$ cat src/rtl/stack_up_mgr_ingress_pkg.sv
// Shared encodings and default widths for the per-manager stack upstream ingress buffer.
package stack_up_mgr_ingress_pkg;

   localparam int unsigned DefCntlW       = 2;
   localparam int unsigned DefTypeW       = 2;
   localparam int unsigned DefDataW       = 64;
   localparam int unsigned DefOobW        = 32;
   localparam int unsigned DefDepth       = 8;
   localparam int unsigned DefAfullMargin = 2;
   localparam int unsigned PktCntW        = 16;

   typedef enum logic [1:0] {
      CntlSom    = 2'b00,
      CntlMom    = 2'b01,
      CntlEom    = 2'b10,
      CntlSomEom = 2'b11
   } cntl_e;

   // Bit 1 selects data/control, bit 0 selects scalar/vector.
   typedef enum logic [1:0] {
      TypeCtrlVec = 2'b00,
      TypeCtrlScl = 2'b01,
      TypeDataVec = 2'b10,
      TypeDataScl = 2'b11
   } type_e;

   typedef enum logic {
      StIdle  = 1'b0,
      StInPkt = 1'b1
   } frame_state_e;

   function automatic logic is_pkt_end(cntl_e c);
      return (c == CntlEom) || (c == CntlSomEom);
   endfunction

endpackage

$ cat src/rtl/stack_up_mgr_ingress_if.sv
// Valid/ready beat bus used on both the stack side and the manager side of the ingress buffer.
interface stack_up_mgr_ingress_if
   import stack_up_mgr_ingress_pkg::*;
#(
   parameter int unsigned CNTL_W = DefCntlW,
   parameter int unsigned TYPE_W = DefTypeW,
   parameter int unsigned DATA_W = DefDataW,
   parameter int unsigned OOB_W  = DefOobW
);

   logic              valid;
   logic [CNTL_W-1:0] cntl;
   logic [TYPE_W-1:0] typ;
   logic [DATA_W-1:0] data;
   logic [OOB_W-1:0]  oob_data;
   logic              ready;

   modport master (
      output valid,
      output cntl,
      output typ,
      output data,
      output oob_data,
      input  ready
   );

   modport slave (
      input  valid,
      input  cntl,
      input  typ,
      input  data,
      input  oob_data,
      output ready
   );

endinterface

$ cat src/rtl/stu_fwft_fifo.sv
// First-word-fall-through FIFO: head entry is shown combinationally, pointers carry a wrap bit.
module stu_fwft_fifo #(
   parameter int unsigned WIDTH = 100,
   parameter int unsigned DEPTH = 8,
   localparam int unsigned PtrW = $clog2(DEPTH)
) (
   input  logic             clk,
   input  logic             reset_poweron,
   input  logic             push_i,
   input  logic [WIDTH-1:0] wdata_i,
   input  logic             pop_i,
   output logic [WIDTH-1:0] rdata_o,
   output logic             empty_o,
   output logic             full_o,
   output logic [PtrW:0]    count_o
);

   logic [WIDTH-1:0] mem_q [DEPTH];
   logic [PtrW:0]    wptr_q, wptr_d;
   logic [PtrW:0]    rptr_q, rptr_d;
   logic             push_ok, pop_ok;

   always_comb begin
      empty_o = (wptr_q == rptr_q);
      full_o  = (wptr_q[PtrW] != rptr_q[PtrW]) &&
                (wptr_q[PtrW-1:0] == rptr_q[PtrW-1:0]);
      pop_ok  = pop_i && !empty_o;
      // A pop in the same edge frees the slot the push lands in.
      push_ok = push_i && (!full_o || pop_ok);
      wptr_d  = wptr_q + (PtrW+1)'(push_ok);
      rptr_d  = rptr_q + (PtrW+1)'(pop_ok);
      count_o = wptr_q - rptr_q;
      rdata_o = empty_o ? '0 : mem_q[rptr_q[PtrW-1:0]];
   end

   always_ff @(posedge clk) begin
      if (!reset_poweron) begin
         wptr_q <= '0;
         rptr_q <= '0;
      end else begin
         wptr_q <= wptr_d;
         rptr_q <= rptr_d;
      end
   end

   always_ff @(posedge clk) begin
      if (push_ok) begin
         mem_q[wptr_q[PtrW-1:0]] <= wdata_i;
      end
   end

endmodule

$ cat src/rtl/stack_up_mgr_ingress.sv
// Per-manager stack upstream ingress: FWFT buffer, registered margin-based ready, framing check
// and packet counter. stk_stu carries the stk__stu__* / stu__stk__ready set, stu_mgr the stu__mgr__*.
module stack_up_mgr_ingress
   import stack_up_mgr_ingress_pkg::*;
#(
   parameter int unsigned CNTL_W       = DefCntlW,
   parameter int unsigned TYPE_W       = DefTypeW,
   parameter int unsigned DATA_W       = DefDataW,
   parameter int unsigned OOB_W        = DefOobW,
   parameter int unsigned DEPTH        = DefDepth,
   parameter int unsigned AFULL_MARGIN = DefAfullMargin
) (
   input  logic                  clk,
   input  logic                  reset_poweron,
   stack_up_mgr_ingress_if.slave  stk_stu,
   stack_up_mgr_ingress_if.master stu_mgr,
   output logic                  stu__sys__frame_err,
   output logic [PktCntW-1:0]    stu__sys__pkt_cnt
);

   localparam int unsigned EntryW = CNTL_W + TYPE_W + DATA_W + OOB_W;
   localparam int unsigned PtrW   = $clog2(DEPTH);
   localparam logic [PtrW:0] ReadyLimit = (PtrW+1)'(DEPTH - AFULL_MARGIN);

   frame_state_e        state_q, state_d;
   logic                ready_q, ready_d;
   logic                frame_err_q, frame_err_d;
   logic [PktCntW-1:0]  pkt_cnt_q, pkt_cnt_d;

   logic                beat_hs;
   logic                push, pop;
   logic                pkt_inc;
   cntl_e               beat_cntl;
   logic [EntryW-1:0]   fifo_wdata, fifo_rdata;
   logic                fifo_empty, fifo_full;
   logic [PtrW:0]       fifo_count, occ_next;

   assign fifo_wdata = {stk_stu.cntl, stk_stu.typ, stk_stu.data, stk_stu.oob_data};
   assign beat_cntl  = cntl_e'(stk_stu.cntl[1:0]);
   assign beat_hs    = stk_stu.valid && ready_q;
   assign pop        = !fifo_empty && stu_mgr.ready;

   stu_fwft_fifo #(
      .WIDTH (EntryW),
      .DEPTH (DEPTH)
   ) u_fifo (
      .clk           (clk),
      .reset_poweron (reset_poweron),
      .push_i        (push),
      .wdata_i       (fifo_wdata),
      .pop_i         (pop),
      .rdata_o       (fifo_rdata),
      .empty_o       (fifo_empty),
      .full_o        (fifo_full),
      .count_o       (fifo_count)
   );

   // Framing FSM: only beats that win the stack handshake are classified.
   always_comb begin
      state_d     = state_q;
      push        = 1'b0;
      frame_err_d = 1'b0;
      if (beat_hs) begin
         if (fifo_full && !pop) begin
            frame_err_d = 1'b1;
         end else begin
            unique case (state_q)
               StIdle: begin
                  unique case (beat_cntl)
                     CntlSom: begin
                        push    = 1'b1;
                        state_d = StInPkt;
                     end
                     CntlSomEom: push = 1'b1;
                     CntlMom:    frame_err_d = 1'b1;
                     CntlEom:    frame_err_d = 1'b1;
                  endcase
               end
               StInPkt: begin
                  push = 1'b1;
                  unique case (beat_cntl)
                     CntlMom: state_d = StInPkt;
                     CntlEom: state_d = StIdle;
                     CntlSom: frame_err_d = 1'b1;
                     CntlSomEom: begin
                        frame_err_d = 1'b1;
                        state_d     = StIdle;
                     end
                  endcase
               end
            endcase
         end
      end
   end

   always_comb begin
      pkt_inc   = push && is_pkt_end(beat_cntl);
      pkt_cnt_d = pkt_cnt_q + PktCntW'(pkt_inc);
      occ_next  = fifo_count + (PtrW+1)'(push) - (PtrW+1)'(pop);
      // Registered ready lags a cycle, so leave AFULL_MARGIN slots for the in-flight beat.
      ready_d   = (occ_next <= ReadyLimit);
   end

   always_ff @(posedge clk) begin
      if (!reset_poweron) begin
         state_q     <= StIdle;
         ready_q     <= 1'b0;
         frame_err_q <= 1'b0;
         pkt_cnt_q   <= '0;
      end else begin
         state_q     <= state_d;
         ready_q     <= ready_d;
         frame_err_q <= frame_err_d;
         pkt_cnt_q   <= pkt_cnt_d;
      end
   end

   assign stk_stu.ready = ready_q;
   assign stu_mgr.valid = !fifo_empty;
   assign {stu_mgr.cntl, stu_mgr.typ, stu_mgr.data, stu_mgr.oob_data} = fifo_rdata;
   assign stu__sys__frame_err = frame_err_q;
   assign stu__sys__pkt_cnt   = pkt_cnt_q;

endmodule

$ cat src/flat_wrapper.sv
// flat-port wrapper written by rule: the top's interface ports become plain ports
module stack_up_mgr_ingress_flat import stack_up_mgr_ingress_pkg::*;
#(
   parameter int unsigned CNTL_W       = DefCntlW,
   parameter int unsigned TYPE_W       = DefTypeW,
   parameter int unsigned DATA_W       = DefDataW,
   parameter int unsigned OOB_W        = DefOobW,
   parameter int unsigned DEPTH        = DefDepth,
   parameter int unsigned AFULL_MARGIN = DefAfullMargin
)
  (clk, reset_poweron, stu__sys__frame_err, stu__sys__pkt_cnt, stk_stu_valid, stk_stu_cntl, stk_stu_typ, stk_stu_data, stk_stu_oob_data, stk_stu_ready, stu_mgr_valid, stu_mgr_cntl, stu_mgr_typ, stu_mgr_data, stu_mgr_oob_data, stu_mgr_ready);
  stack_up_mgr_ingress_if #(.CNTL_W(CNTL_W), .TYPE_W(TYPE_W), .DATA_W(DATA_W), .OOB_W(OOB_W)) stk_stu_i ();
  stack_up_mgr_ingress_if #(.CNTL_W(CNTL_W), .TYPE_W(TYPE_W), .DATA_W(DATA_W), .OOB_W(OOB_W)) stu_mgr_i ();
  input  logic clk;
  input  logic reset_poweron;
  output logic stu__sys__frame_err;
  output logic [PktCntW-1:0] stu__sys__pkt_cnt;
  input wire logic [$bits(stk_stu_i.valid)-1:0] stk_stu_valid;
  input wire logic [$bits(stk_stu_i.cntl)-1:0] stk_stu_cntl;
  input wire logic [$bits(stk_stu_i.typ)-1:0] stk_stu_typ;
  input wire logic [$bits(stk_stu_i.data)-1:0] stk_stu_data;
  input wire logic [$bits(stk_stu_i.oob_data)-1:0] stk_stu_oob_data;
  output wire logic [$bits(stk_stu_i.ready)-1:0] stk_stu_ready;
  output wire logic [$bits(stu_mgr_i.valid)-1:0] stu_mgr_valid;
  output wire logic [$bits(stu_mgr_i.cntl)-1:0] stu_mgr_cntl;
  output wire logic [$bits(stu_mgr_i.typ)-1:0] stu_mgr_typ;
  output wire logic [$bits(stu_mgr_i.data)-1:0] stu_mgr_data;
  output wire logic [$bits(stu_mgr_i.oob_data)-1:0] stu_mgr_oob_data;
  input wire logic [$bits(stu_mgr_i.ready)-1:0] stu_mgr_ready;
  assign stk_stu_i.valid = stk_stu_valid;
  assign stk_stu_i.cntl = stk_stu_cntl;
  assign stk_stu_i.typ = stk_stu_typ;
  assign stk_stu_i.data = stk_stu_data;
  assign stk_stu_i.oob_data = stk_stu_oob_data;
  assign stk_stu_ready = stk_stu_i.ready;
  assign stu_mgr_valid = stu_mgr_i.valid;
  assign stu_mgr_cntl = stu_mgr_i.cntl;
  assign stu_mgr_typ = stu_mgr_i.typ;
  assign stu_mgr_data = stu_mgr_i.data;
  assign stu_mgr_oob_data = stu_mgr_i.oob_data;
  assign stu_mgr_i.ready = stu_mgr_ready;
  stack_up_mgr_ingress #(.CNTL_W(CNTL_W), .TYPE_W(TYPE_W), .DATA_W(DATA_W), .OOB_W(OOB_W), .DEPTH(DEPTH), .AFULL_MARGIN(AFULL_MARGIN)) u_core (.clk(clk), .reset_poweron(reset_poweron), .stk_stu(stk_stu_i), .stu_mgr(stu_mgr_i), .stu__sys__frame_err(stu__sys__frame_err), .stu__sys__pkt_cnt(stu__sys__pkt_cnt));
endmodule
$ cat config.mk
export PLATFORM = sky130hd
export DESIGN_NAME = stack_up_mgr_ingress_flat
export DESIGN_NICKNAME = d
export VERILOG_FILES = /design/src/rtl/stack_up_mgr_ingress_pkg.sv /design/src/rtl/stack_up_mgr_ingress_if.sv /design/src/rtl/stu_fwft_fifo.sv /design/src/rtl/stack_up_mgr_ingress.sv /design/src/flat_wrapper.sv
export SDC_FILE = /design/constraint.sdc
export NUM_CORES = 1
export LEC_CHECK = 0
export CORE_MARGIN = 4
export CORE_UTILIZATION = 50
export DETAILED_ROUTE_END_ITERATION = 6
export DONT_BUFFER_PORTS = 1
export GPL_ROUTABILITY_DRIVEN = 0
export PLACE_DENSITY_LB_ADDON = 0.25
export SYNTH_ARGS = -nofsm -noshare
export SYNTH_HDL_FRONTEND = slang
export SYNTH_SLANG_ARGS = --single-unit
$ cat constraint.sdc
create_clock -name clk -period 40.5 [get_ports clk]
set_input_delay 8.1 -clock clk [delete_from_list [all_inputs] [get_ports clk]]
set_output_delay 8.1 -clock clk [all_outputs]
set_load 0.01 [all_outputs]
==> summary.md, run 1 <==
| Metric | Value |
|---|---|
| Average wire per standard cell | approximately 25 um |
| Class of the tightest hold or removal check | register to register |
| Setup slack at placement | 28,720 ps |
| Congestion Overflow GR | 0 |
| Antenna diode count | 0 |
| Max-slew violation total from the final report | 0 |
| Area of the core region | 0.0635 sq mm |
| Max H-tree Level | 3 |
| Total power consumption of the routed design | about 1.8 mW |
| Slew at the pin closest to its max-slew limit | ~1200 ps |
| Proportion of layout cells with a drive suffix above 1 | 8.61% |
| Highest achievable clock rate | 80.4 MHz |
| Vias in the first global route | approximately 16,000 |
| Post-CTS setup buffer count | 0 |
| Cell total after placement | 2,542 |
| First-pass DRT Iterations | 5 |
| Clock buffer count from CTS | 84 |
| Number of cells in the finished layout apart from fillers | 2,693 |
| Endpoint of the most critical register-to-register path | u_core.stk_stu.ready |
| Post-synth top cells | sky130_fd_sc_hd__edfxtp_1 (800), sky130_fd_sc_hd__mux2i_1 (400), sky130_fd_sc_hd__a22oi_1 (200) |
| Row cnt | 92 |
| Maximum vdd ir drop | 43.8 uV |
| Cell count after synthesis | 1,770 |
| Area of the die | 0.0687 sq mm |
| Library cell with the largest summed area after synthesis | sky130_fd_sc_hd__edfxtp_1 |
| Startpoint of the worst hold path | u_core.state_q |
| CTS tree | done |
| Finished Cell Area | 0.0356 sq mm |
| Number of hold buffers added after CTS | 0 |
| Number of filler cells placed in the layout | 4,857 |
| Via count of the routed design | about 16,000 |
| Iteration-0 DRC count of the detailed router | 1,200 |
| Design internal power | 1.39 mW |
| Clock transition at the registers of the reported paths | 60 ps |
| Reg2Reg Launch Point | u_core.u_fifo.rptr_q[1] |
| Power density relative to cell area | 50.2 mW/mm^2 |
| Number of antenna violations at the first check in global routing | 0 |
| Area Overhead vs Synth | 10.4% |
| Cells along the critical path | buf_4 > buf_12 > mux2i_1 > a22oi_1 > and3_1 |
| Clock network fraction of total power | 40.2% |
| Area of the multi-input gates | 0.00715 sq mm |
| Endpoint kind of the worst setup timing path | output pin |
| Post-synthesis cell type count | 38 |
| Setup Crit Path Kind | register to output pin |
| Remaining DRCs | 0 |
| HPWL after DPL | 33,400 um |
| Aggregate routed wire length | between 60,000 and 70,000 um |
| Net count, final | 1,902 |
| Crit path max-delay cell type | sky130_fd_sc_hd__dfxtp_4 |
| Starting density of the core | 50.8% |
| Switch Pwr | 0.398 mW |
| Worst Reg2Reg Path Length in Cells | 14 |
| FF/Latch Area | 0.0246 sq mm |
| Dominant register cell in the synthesized netlist | sky130_fd_sc_hd__edfxtp_1 |
| Outcome | completed |
| Hold depth | 1 |
| Mapped Avg Cell Area | 18.2 sq um |
| Worst Hold Endpoint | u_core.state_q |
| Share of the synthesized area in the top cell type | 74.4% |
| Most common cell in the netlist | sky130_fd_sc_hd__edfxtp_1 |
| Die outline width | ~260 um |
| Final Hold Fails | 0 |
| Cells resized by post-CTS repair | 0 |
| Global-route usage over all layers | 19.4% |
| Final setup violation count | 0 |
| Register-to-Register Setup Slack | approximately 35,000 ps |
| Setup_tns | 0 ps |
| Count of pins on the block boundary | 223 |
| Power share of the combinational group | 6.6% |
| Clock root cell | sky130_fd_sc_hd__clkbuf_16 |
| Pin count of the biggest net entering global routing | 149 |
| Unrepaired setup endpoints after global routing | no |
| Count of nets left with antenna violations after detail routing | 0 |
| FF+latch count, synth | 827 |
| Static power due to leakage | 11.0 nW |
| Number of buffers added on ports | 0 |
| Later-pin clock latency in the skew report | 630 ps |
| Die Ht | 262 um |
| Clock net sink count | 827 |
| Top cells by area in the synthesized netlist | sky130_fd_sc_hd__edfxtp_1 (74%), sky130_fd_sc_hd__mux2i_1 (12%), sky130_fd_sc_hd__a22oi_1 (4.7%) |
| Net count of the mapped netlist | 1,890 |
| Number of warnings issued by yosys | 0 |
| Share of the cycle needed by the critical path after routing | 30.7% |
| CP Max Fanout | 148 |
| Via count normalized by instance count | 5.80 |
| Req. time, crit path | approximately 32,000 ps |
| Sw frac | 22.2% |
| Power share of the sequential group | 53.2% |
| Time the final worst path needs with I/O delays and setup | 12,430 ps |
| Worst path setup slack after routing | 28,070 ps |
| Number of enable-type register cells in the synthesized netlist | 800 |
| Max Clock Skew | 22.1 ps |
| Total placed instance area | 0.0331 sq mm |
| Area of the mapped netlist | 0.0323 sq mm |
| Startpoint class of the critical path | register |
| Maximum capacitance violations | 0 |
| Data arrival, critical path | about 4300 ps |
| Share of flip-flops with an asynchronous set or reset after synthesis | 0% |
| Stage delay of the slowest cell on the critical path | between 900 and 1000 ps |
| CTS max path bufs | 3 |
| Rel. slew slack | 22.9% |
| Wire length of the first global-routing pass | 99,600 um |
| Sequential cell area fraction in the yosys report | 76.1% |
[worst max-delay path: cells and delay by family (launching register included)]
kind	cells	cell delay (ps)
AO/OA/AOI/OAI	1	240
buffers and inverters	2	1680
multiplexers	1	210
AND/OR/NAND/NOR	1	280
flip-flops	1	970
[worst max-delay path by stage]
stage,start,endpoint,slack (ps),cells past startpoint
after global routing,u_core.u_fifo.rptr_q[1],stu_mgr_data[14],27800,5
final,u_core.u_fifo.rptr_q[1],stu_mgr_data[3],28070,5
after floorplan,stk_stu_cntl[0],u_core.u_fifo.mem_q[7][0],20700,4
after CTS,u_core.u_fifo.rptr_q[1],stu_mgr_data[3],28020,5
after global placement,u_core.u_fifo.rptr_q[1],stu_mgr_data[39],28770,5
after detailed placement,u_core.u_fifo.rptr_q[1],stu_mgr_data[3],28720,5
[through the flow]
step	hold WS, ps	utilization, %
after global placement	495	52.0
after global routing	564	56.1
after CTS	532	56.1
after detailed placement	518	52.0
final	529	56.1
after floorplan	483	-
[final cells by class]
class,instances,area share [%]
Sequential cell,827,68.9
Multi-Input combinational cell,828,20.1
Inverter,12,0.126
Clock buffer,110,6.17
Tap cell,846,2.97
Timing Repair Buffer,29,0.681
Clock inverter,41,1.05
[state kept, by name, summed over array words and instances, names as in the netlist]
register                    flops
u_core.stu__sys__pkt_cnt       16
u_core.stu__sys__frame_err      1
u_core.u_fifo.rptr_q            4
u_core.u_fifo.wptr_q            4
u_core.state_q                  1
u_core.u_fifo.mem_q           800
u_core.stk_stu.ready            1
[kinds of logic after synthesis]
logic type	synth area share, %
flip-flops	76.1
multiplexers	12.4
AO/OA/AOI/OAI	4.88
AND/OR/NAND/NOR	3.29
buffers and inverters	1.99
XOR/XNOR	0.643
adder cells (fa/ha/maj)	0.690
[routing by layer]
metal  share of wire (%)  global-route usage [%]  up-vias
met2                  50                    33.5      374
met1                  41                    23.9     8024
met3                 7.4                    6.04      103
met4                 2.0                    5.27        0
li1                    -                       -     7119
met5                   0                       0        -
[placed cells by master, fill, tap and decap left out, types with 5 or more instances in the layout]
| cell | synthesis | layout |
|---|---|---|
| sky130_fd_sc_hd__edfxtp_1 | 800 | 800 |
| sky130_fd_sc_hd__mux2i_1 | 400 | 400 |
| sky130_fd_sc_hd__a22oi_1 | 200 | 200 |
| sky130_fd_sc_hd__and3_1 | 100 | 100 |
| sky130_fd_sc_hd__clkbuf_16 | 0 | 84 |
| sky130_fd_sc_hd__buf_4 | 27 | 27 |
| sky130_fd_sc_hd__clkbuf_1 | 27 | 26 |
| sky130_fd_sc_hd__dfxtp_1 | 27 | 26 |
| sky130_fd_sc_hd__and2_1 | 23 | 22 |
| sky130_fd_sc_hd__clkinv_2 | 0 | 15 |
| sky130_fd_sc_hd__ha_1 | 13 | 13 |
| sky130_fd_sc_hd__inv_1 | 12 | 12 |
| sky130_fd_sc_hd__clkinv_1 | 0 | 12 |
| sky130_fd_sc_hd__xor2_1 | 11 | 11 |
| sky130_fd_sc_hd__nand2_1 | 10 | 10 |
| sky130_fd_sc_hd__nand3_1 | 9 | 9 |
| sky130_fd_sc_hd__xnor2_1 | 9 | 9 |
| sky130_fd_sc_hd__nor2_4 | 0 | 6 |
| sky130_fd_sc_hd__nor2_1 | 10 | 6 |
| sky130_fd_sc_hd__clkinv_8 | 0 | 5 |
[power groups by stage]
stage	sequential [mW]	clock, mW	combinational [mW]
global placement	0.970	0	0.119
global route	0.953	0.772	0.128
floorplan	0.972	0	0.0855
CTS	0.953	0.737	0.121
finish	0.953	0.720	0.118
detailed placement	0.971	0	0.121
Power figures use the tool's default switching activity.
==> run 2: changes to the inputs <==
- clock period: 40.5 -> 12.6 ns (I/O delays scaled with it)
==> run 2 against run 1 <==
Effect of this change: final area is 0.27% higher; highest routed layer unchanged; register-to-register slack worse by 28000 ps; non-clock buffer count shrank 4; global-route usage rose by 0.21 points; first-iteration DRC count is 12% lower; wire length increased by 1.3%; count of clock-buffer cells in the layout increased by 3; largest cell class unchanged; combinational power rose to 3.2 times the previous value; die area did not move.
==> summary.md, run 2 (synthesis gave the netlist of run 1 again) <==
| Metric | Value |
|---|---|
| Vias in the first global route | about 16,000 |
| Setup slack at placement | 6830 ps |
| Clock root cell | sky130_fd_sc_hd__clkbuf_16 |
| Sw frac | 21.8% |
| Layout Utilization | approximately 56% |
| Setup_tns | 0 ps |
| Total power consumption of the routed design | 5.80 mW |
| Power density relative to cell area | 162 mW/mm^2 |
| CTS tree | done |
| Crit path max-delay cell type | sky130_fd_sc_hd__dfxtp_4 |
| Power share of the combinational group | 6.6% |
| Aggregate routed wire length | 68,700 um |
| Congestion Overflow GR | 0 |
| Finished Cell Area | 0.0357 sq mm |
| Clock network fraction of total power | 40.6% |
| Clock transition at the registers of the reported paths | 50 ps |
| Highest-count cells in the layout ignoring fill and taps | sky130_fd_sc_hd__edfxtp_1 (800), sky130_fd_sc_hd__mux2i_1 (400), sky130_fd_sc_hd__a22oi_1 (200) |
| Data arrival, critical path | between 3000 and 4000 ps |
| Share of the cycle needed by the critical path after routing | 51.2% |
| CP Max Fanout | approximately 130 |
| Remaining DRCs | 0 |
| Average wire per standard cell | 25.5 um |
| Switch Pwr | 1.26 mW |
| Commonest non-fill, non-tap cell in the layout | sky130_fd_sc_hd__edfxtp_1 |
| Outcome | completed |
| Die Ht | approximately 260 um |
| Time the final worst path needs with I/O delays and setup | 6450 ps |
| Unrepaired setup endpoints after global routing | no |
| Global-route usage over all layers | 19.6% |
| Iteration-0 DRC count of the detailed router | between 1,000 and 1,500 |
| Pin count of the biggest net entering global routing | between 100 and 150 |
| Row cnt | just over 90 |
| Static power due to leakage | 11.0 nW |
| Cells along the critical path | buf_12 > buf_12 > mux2i_1 > a22oi_1 > and3_1 |
| Clock net sink count | 827 |
| Number of hold buffers added after CTS | 0 |
| Power share of the sequential group | 52.8% |
| Count of nets left with antenna violations after detail routing | 0 |
| Antenna diode count | 0 |
| CP most frequent cell | sky130_fd_sc_hd__buf_12 |
| Endpoint kind of the worst setup timing path | output pin |
| Maximum capacitance violations | 0 |
| Clock buffer count from CTS | 84 |
| Cell depth of the worst setup path | 5 |
| Via count of the routed design | between 15,000 and 20,000 |
| Proportion of layout cells with a drive suffix above 1 | under 10% |
| Highest achievable clock rate | about 160 MHz |
| Max H-tree Level | 3 |
| Worst Reg2Reg Path Length in Cells | 14 |
| Slew at the pin closest to its max-slew limit | 1060 ps |
| Area of the core region | between 0.06 and 0.07 sq mm |
| Max-slew violation total from the final report | 0 |
| Final setup violation count | 0 |
| First-pass DRT Iterations | 6 |
| Area of the die | 0.0687 sq mm |
| Rel. slew slack | between 20% and 30% |
| Cell family contributing the most delay on the critical path | buffers and inverters |
| Crit path buffers/inverters | 2 |
| Wire length of the first global-routing pass | 101,000 um |
| Area Overhead vs Synth | 10.7% |
| Class of the tightest hold or removal check | register to register |
| Starting density of the core | 50.8% |
| Maximum vdd ir drop | 135 uV |
| Via count normalized by instance count | 5.86 |
| Number of antenna violations at the first check in global routing | 0 |
| CTS max path bufs | 3 |
| Die outline width | 262 um |
| Cells resized by post-CTS repair | 0 |
| Later-pin clock latency in the skew report | just over 600 ps |
| HPWL after DPL | 32,900 um |
| Stage delay of the slowest cell on the critical path | 900 ps |
| Max Clock Skew | ~19 ps |
| Final Hold Fails | 0 |
| Worst path setup slack after routing | a little over 6000 ps |
| Net count, final | ~1,900 |
| Hold depth | 1 |
| Number of flip-flops under the largest register name | 800 |
| Setup Crit Path Kind | register to output pin |
| Design internal power | 4.54 mW |
| Total placed instance area | 0.0331 sq mm |
| Req. time, crit path | 10,080 ps |
| Startpoint class of the critical path | register |
| Number of buffers added on ports | 0 |
| Count of pins on the block boundary | 223 |
| Post-CTS setup buffer count | 0 |
## run 2: cell types whose count changed in the layout (fill, tap and decap cells not counted), sizes merged
cell / delta
bufinv: +1
clkinv: -3
clkbuf: +3
buf: -4
## run 2: worst reg2reg max path, cell delays in order, from the launching register on
cell                      delay (ps)
sky130_fd_sc_hd__dfxtp_4         900
sky130_fd_sc_hd__xnor2_2         210
sky130_fd_sc_hd__nand3_1         140
sky130_fd_sc_hd__or2_4           510
sky130_fd_sc_hd__buf_4           810
sky130_fd_sc_hd__nand2_1         290
sky130_fd_sc_hd__fa_1            440
sky130_fd_sc_hd__fa_1            500
sky130_fd_sc_hd__ha_1            140
sky130_fd_sc_hd__inv_1            50
sky130_fd_sc_hd__fa_1            440
sky130_fd_sc_hd__xnor2_1         190
sky130_fd_sc_hd__xnor2_1         160
sky130_fd_sc_hd__xnor2_1         140
sky130_fd_sc_hd__nor2_1           70
## run 2: metal layers
metal,global-route usage (%),wire (um),up-vias,share of wire (%)
met5,0,0,-,0
met4,4.59,1220,0,1.8
met3,6.25,5040,84,7.3
met2,34.1,35100,362,51
met1,24.2,27300,8207,40
li1,-,-,7117,-
## run 2: worst paths after layout
kind | startpoint | endpoint | slack, ps
worst min register to register | u_core.state_q | u_core.state_q | 530
worst max register to register | u_core.u_fifo.rptr_q[1] | u_core.stk_stu.ready | 7540
worst max-delay path | u_core.u_fifo.rptr_q[1] | stu_mgr_data[53] | 6150
worst min-delay path | u_core.state_q | u_core.state_q | 530
## run 2: layout make-up
type / count / area, sq um
fillers: 4804 / 27800
flip-flops and latches: 827 / 24600
multi-input cells: 828 / 7180
clock buffers: 113 / 2300
well taps: 846 / 1060
clock inverters: 39 / 330
repair buffers: 25 / 250
inverters: 12 / 45.0
## run 2: through the flow
| stage | instances | hold slack (ps) |
|---|---|---|
| floorplan | 1770 | 483 |
| global placement | 2538 | 499 |
| detailed placement | 2538 | 520 |
| CTS | 2690 | 534 |
| global route | 2690 | 567 |
| finish | 2690 | 526 |
## run 2: power groups by stage
stage / sequential, mW / clock [mW] / combinational [mW]
2_1_floorplan: 3.12 / 0 / 0.276
3_3_place_gp: 3.12 / 0 / 0.384
3_5_place_dp: 3.12 / 0 / 0.391
4_1_cts: 3.06 / 2.41 / 0.391
5_1_grt: 3.06 / 2.53 / 0.412
6_report: 3.06 / 2.36 / 0.383
==> run 3: changes to the inputs <==
- clock period: 12.6 -> 6.3 ns (I/O delays scaled with it)
==> run 3 against run 2 <==
Effect of this change: critical path depth did not move; hold slack got worse by 7.6 ps; setup slack worse by 4600 ps; critical path type unchanged; combinational power rose by 97%; critical endpoint is now stu_mgr_data[40].
==> summary.md, run 3 (synthesis gave the netlist of run 1 again) <==
| Metric | Value |
|---|---|
| Outcome | completed |
| Remaining DRCs | 0 |
| Row cnt | 92 |
| Endpoint kind of the worst setup timing path | output pin |
| Worst setup startpoint | u_core.u_fifo.rptr_q[1] |
| Number of hold buffers added after CTS | 0 |
| Later-pin clock latency in the skew report | slightly above 600 ps |
| Final Hold Fails | 0 |
| Clock root cell | sky130_fd_sc_hd__clkbuf_16 |
| Worst Reg2Reg Path Length in Cells | 10 |
| Endpoint of the most critical register-to-register path | u_core.stk_stu.ready |
| Congestion Overflow GR | 0 |
| Static power due to leakage | 11.0 nW |
| Number of buffers added on ports | 0 |
| Antenna diode count | 0 |
| Critical Path Sink | stu_mgr_data[40] |
| Class of the tightest hold or removal check | register to register |
| Uppermost layer routed | met4 |
| Proportion of layout cells with a drive suffix above 1 | 8.79% |
| Max Clock Skew | 24.7 ps |
| Maximum capacitance violations | 0 |
| Count of pins on the block boundary | 223 |
| Area of the die | approximately 0.069 sq mm |
| Aggregate routed wire length | between 60,000 and 70,000 um |
| Setup_tns | 0 ps |
| Net count, final | 1,901 |
| Die outline width | 262 um |
| Starting density of the core | 50.8% |
| Total length of routed met2 wires | about 34,000 um |
| Setup Crit Path Kind | register to output pin |
| CP Max Fanout | 101 |
| Area of the multi-input gates | 0.00718 sq mm |
| Via count normalized by instance count | approximately 5.8 |
| Pin count of the biggest net entering global routing | approximately 150 |
| FF/Latch Area | 0.0246 sq mm |
| Die Ht | 262 um |
| Commonest non-fill, non-tap cell in the layout | sky130_fd_sc_hd__edfxtp_1 |
| Vias in the first global route | roughly 16,000 |
| Time the final worst path needs with I/O delays and setup | 4710 ps |
| Maximum vdd ir drop | 239 uV |
| Min Hold Slack | 518 ps |
| Area of the core region | 0.0635 sq mm |
| Rel. slew slack | 5.92% |
| Clock buffer count from CTS | 82 |
| CTS max path bufs | 3 |
| Wire length on met1 | 27,900 um |
| Clock net sink count | ~830 |
| Power density relative to cell area | 323 mW/mm^2 |
| Cells resized by post-CTS repair | 0 |
| Highest achievable clock rate | between 200 and 250 MHz |
| Count of nets left with antenna violations after detail routing | 0 |
| Highest-count cells in the layout ignoring fill and taps | sky130_fd_sc_hd__edfxtp_1 (800), sky130_fd_sc_hd__mux2i_1 (400), sky130_fd_sc_hd__a22oi_1 (200) |
| Number of flip-flops under the largest register name | 800 |
| Max-slew violation total from the final report | 0 |
| Share of the cycle needed by the critical path after routing | roughly three quarters |
| Number of antenna violations at the first check in global routing | 0 |
| Req. time, crit path | 5040 ps |
| Final setup violation count | 0 |
| Reg2Reg Launch Point | u_core.u_fifo.rptr_q[1] |
| Slew at the pin closest to its max-slew limit | approximately 1400 ps |
| Global-route usage over all layers | 19.3% |
| Post-CTS setup buffer count | 0 |
| Sum of met3 wire segment lengths after detailed routing | roughly 5000 um |
| Iteration-0 DRC count of the detailed router | approximately 1,300 |
| First-pass DRT Iterations | 5 |
| Max H-tree Level | 3 |
| HPWL after DPL | 33,800 um |
| Unrepaired setup endpoints after global routing | no |
| Clock transition at the registers of the reported paths | approximately 60 ps |
| Via count of the routed design | roughly 16,000 |
| Average wire per standard cell | 25.1 um |
| Area Overhead vs Synth | 10.9% |
| Wire length of the first global-routing pass | 99,800 um |
| Total power consumption of the routed design | 11.6 mW |
| Register-to-Register Setup Slack | roughly 2700 ps |
| Data arrival, critical path | 3450 ps |
| CTS tree | done |
| Startpoint class of the critical path | register |
| Layout Utilization | 56.3% |
| Number of filler cells placed in the layout | 4,793 |
[run 3: cell count changes in the layout (fill, tap and decap cells not counted)]
| cell | before | now |
|---|---|---|
| sky130_fd_sc_hd__inv_16 | 1 | 0 |
| sky130_fd_sc_hd__clkbuf_1 | 25 | 20 |
| sky130_fd_sc_hd__buf_4 | 20 | 22 |
| sky130_fd_sc_hd__clkinv_4 | 0 | 1 |
| sky130_fd_sc_hd__bufinv_16 | 5 | 4 |
| sky130_fd_sc_hd__buf_12 | 5 | 8 |
| sky130_fd_sc_hd__clkinvlp_4 | 2 | 4 |
| sky130_fd_sc_hd__clkinv_1 | 20 | 12 |
| sky130_fd_sc_hd__clkbuf_8 | 0 | 7 |
| sky130_fd_sc_hd__clkinv_2 | 9 | 11 |
| sky130_fd_sc_hd__clkinv_8 | 1 | 0 |
| sky130_fd_sc_hd__clkbuf_16 | 88 | 87 |
[run 3: worst min-delay path by stage]
stage                         startpoint              to  slack, ps  depth (start not counted)
final                     u_core.state_q  u_core.state_q        520                          1
after global routing      u_core.state_q  u_core.state_q        560                          1
after CTS                 u_core.state_q  u_core.state_q        520                          1
after detailed placement  u_core.state_q  u_core.state_q        510                          1
after global placement    u_core.state_q  u_core.state_q        500                          1
after floorplan           u_core.state_q  u_core.state_q        480                          1
[run 3: cell type report]
type / instances / area share, %
clock buffer: 114 / 6.56
tap: 846 / 2.96
multi-input combinational: 828 / 20.1
timing repair buffer: 30 / 0.909
clock inverter: 33 / 0.748
sequential: 827 / 68.6
inverter: 12 / 0.126
[run 3: worst max-delay path: stages (launching register included)]
cell and delay [ps]:
sky130_fd_sc_hd__dfxtp_4 900, sky130_fd_sc_hd__xnor2_2 160, sky130_fd_sc_hd__nand3_1 120, sky130_fd_sc_hd__or2_4 110
sky130_fd_sc_hd__buf_4 1030, sky130_fd_sc_hd__and3_1 480
[run 3: report_power, final]
| part | internal [mW] | switching, mW | total, mW |
|---|---|---|---|
| sequential | 6.10 | 0.0258 | 6.12 |
| clock | 2.76 | 1.92 | 4.68 |
| combinational | 0.218 | 0.535 | 0.753 |
| total | 9.08 | 2.48 | 11.6 |
[run 3: per-stage QoR]
step                      setup slack (ps)  cells  instance area (sq um)
after floorplan                      -1600   1770                  32300
after detailed placement              2160   2543                  33200
after global placement                2170   2543                  33200
final                                 1590   2690                  35800
after CTS                             1500   2690                  35800
after global routing                  1370   2690                  35800
[run 3: per-layer routing]
layer / GRT usage [%] / vias up
li1: - / 7111
met1: 24.5 / 8094
met2: 32.9 / 387
met3: 5.61 / 90
met4: 5.15 / 0
met5: 0 / -
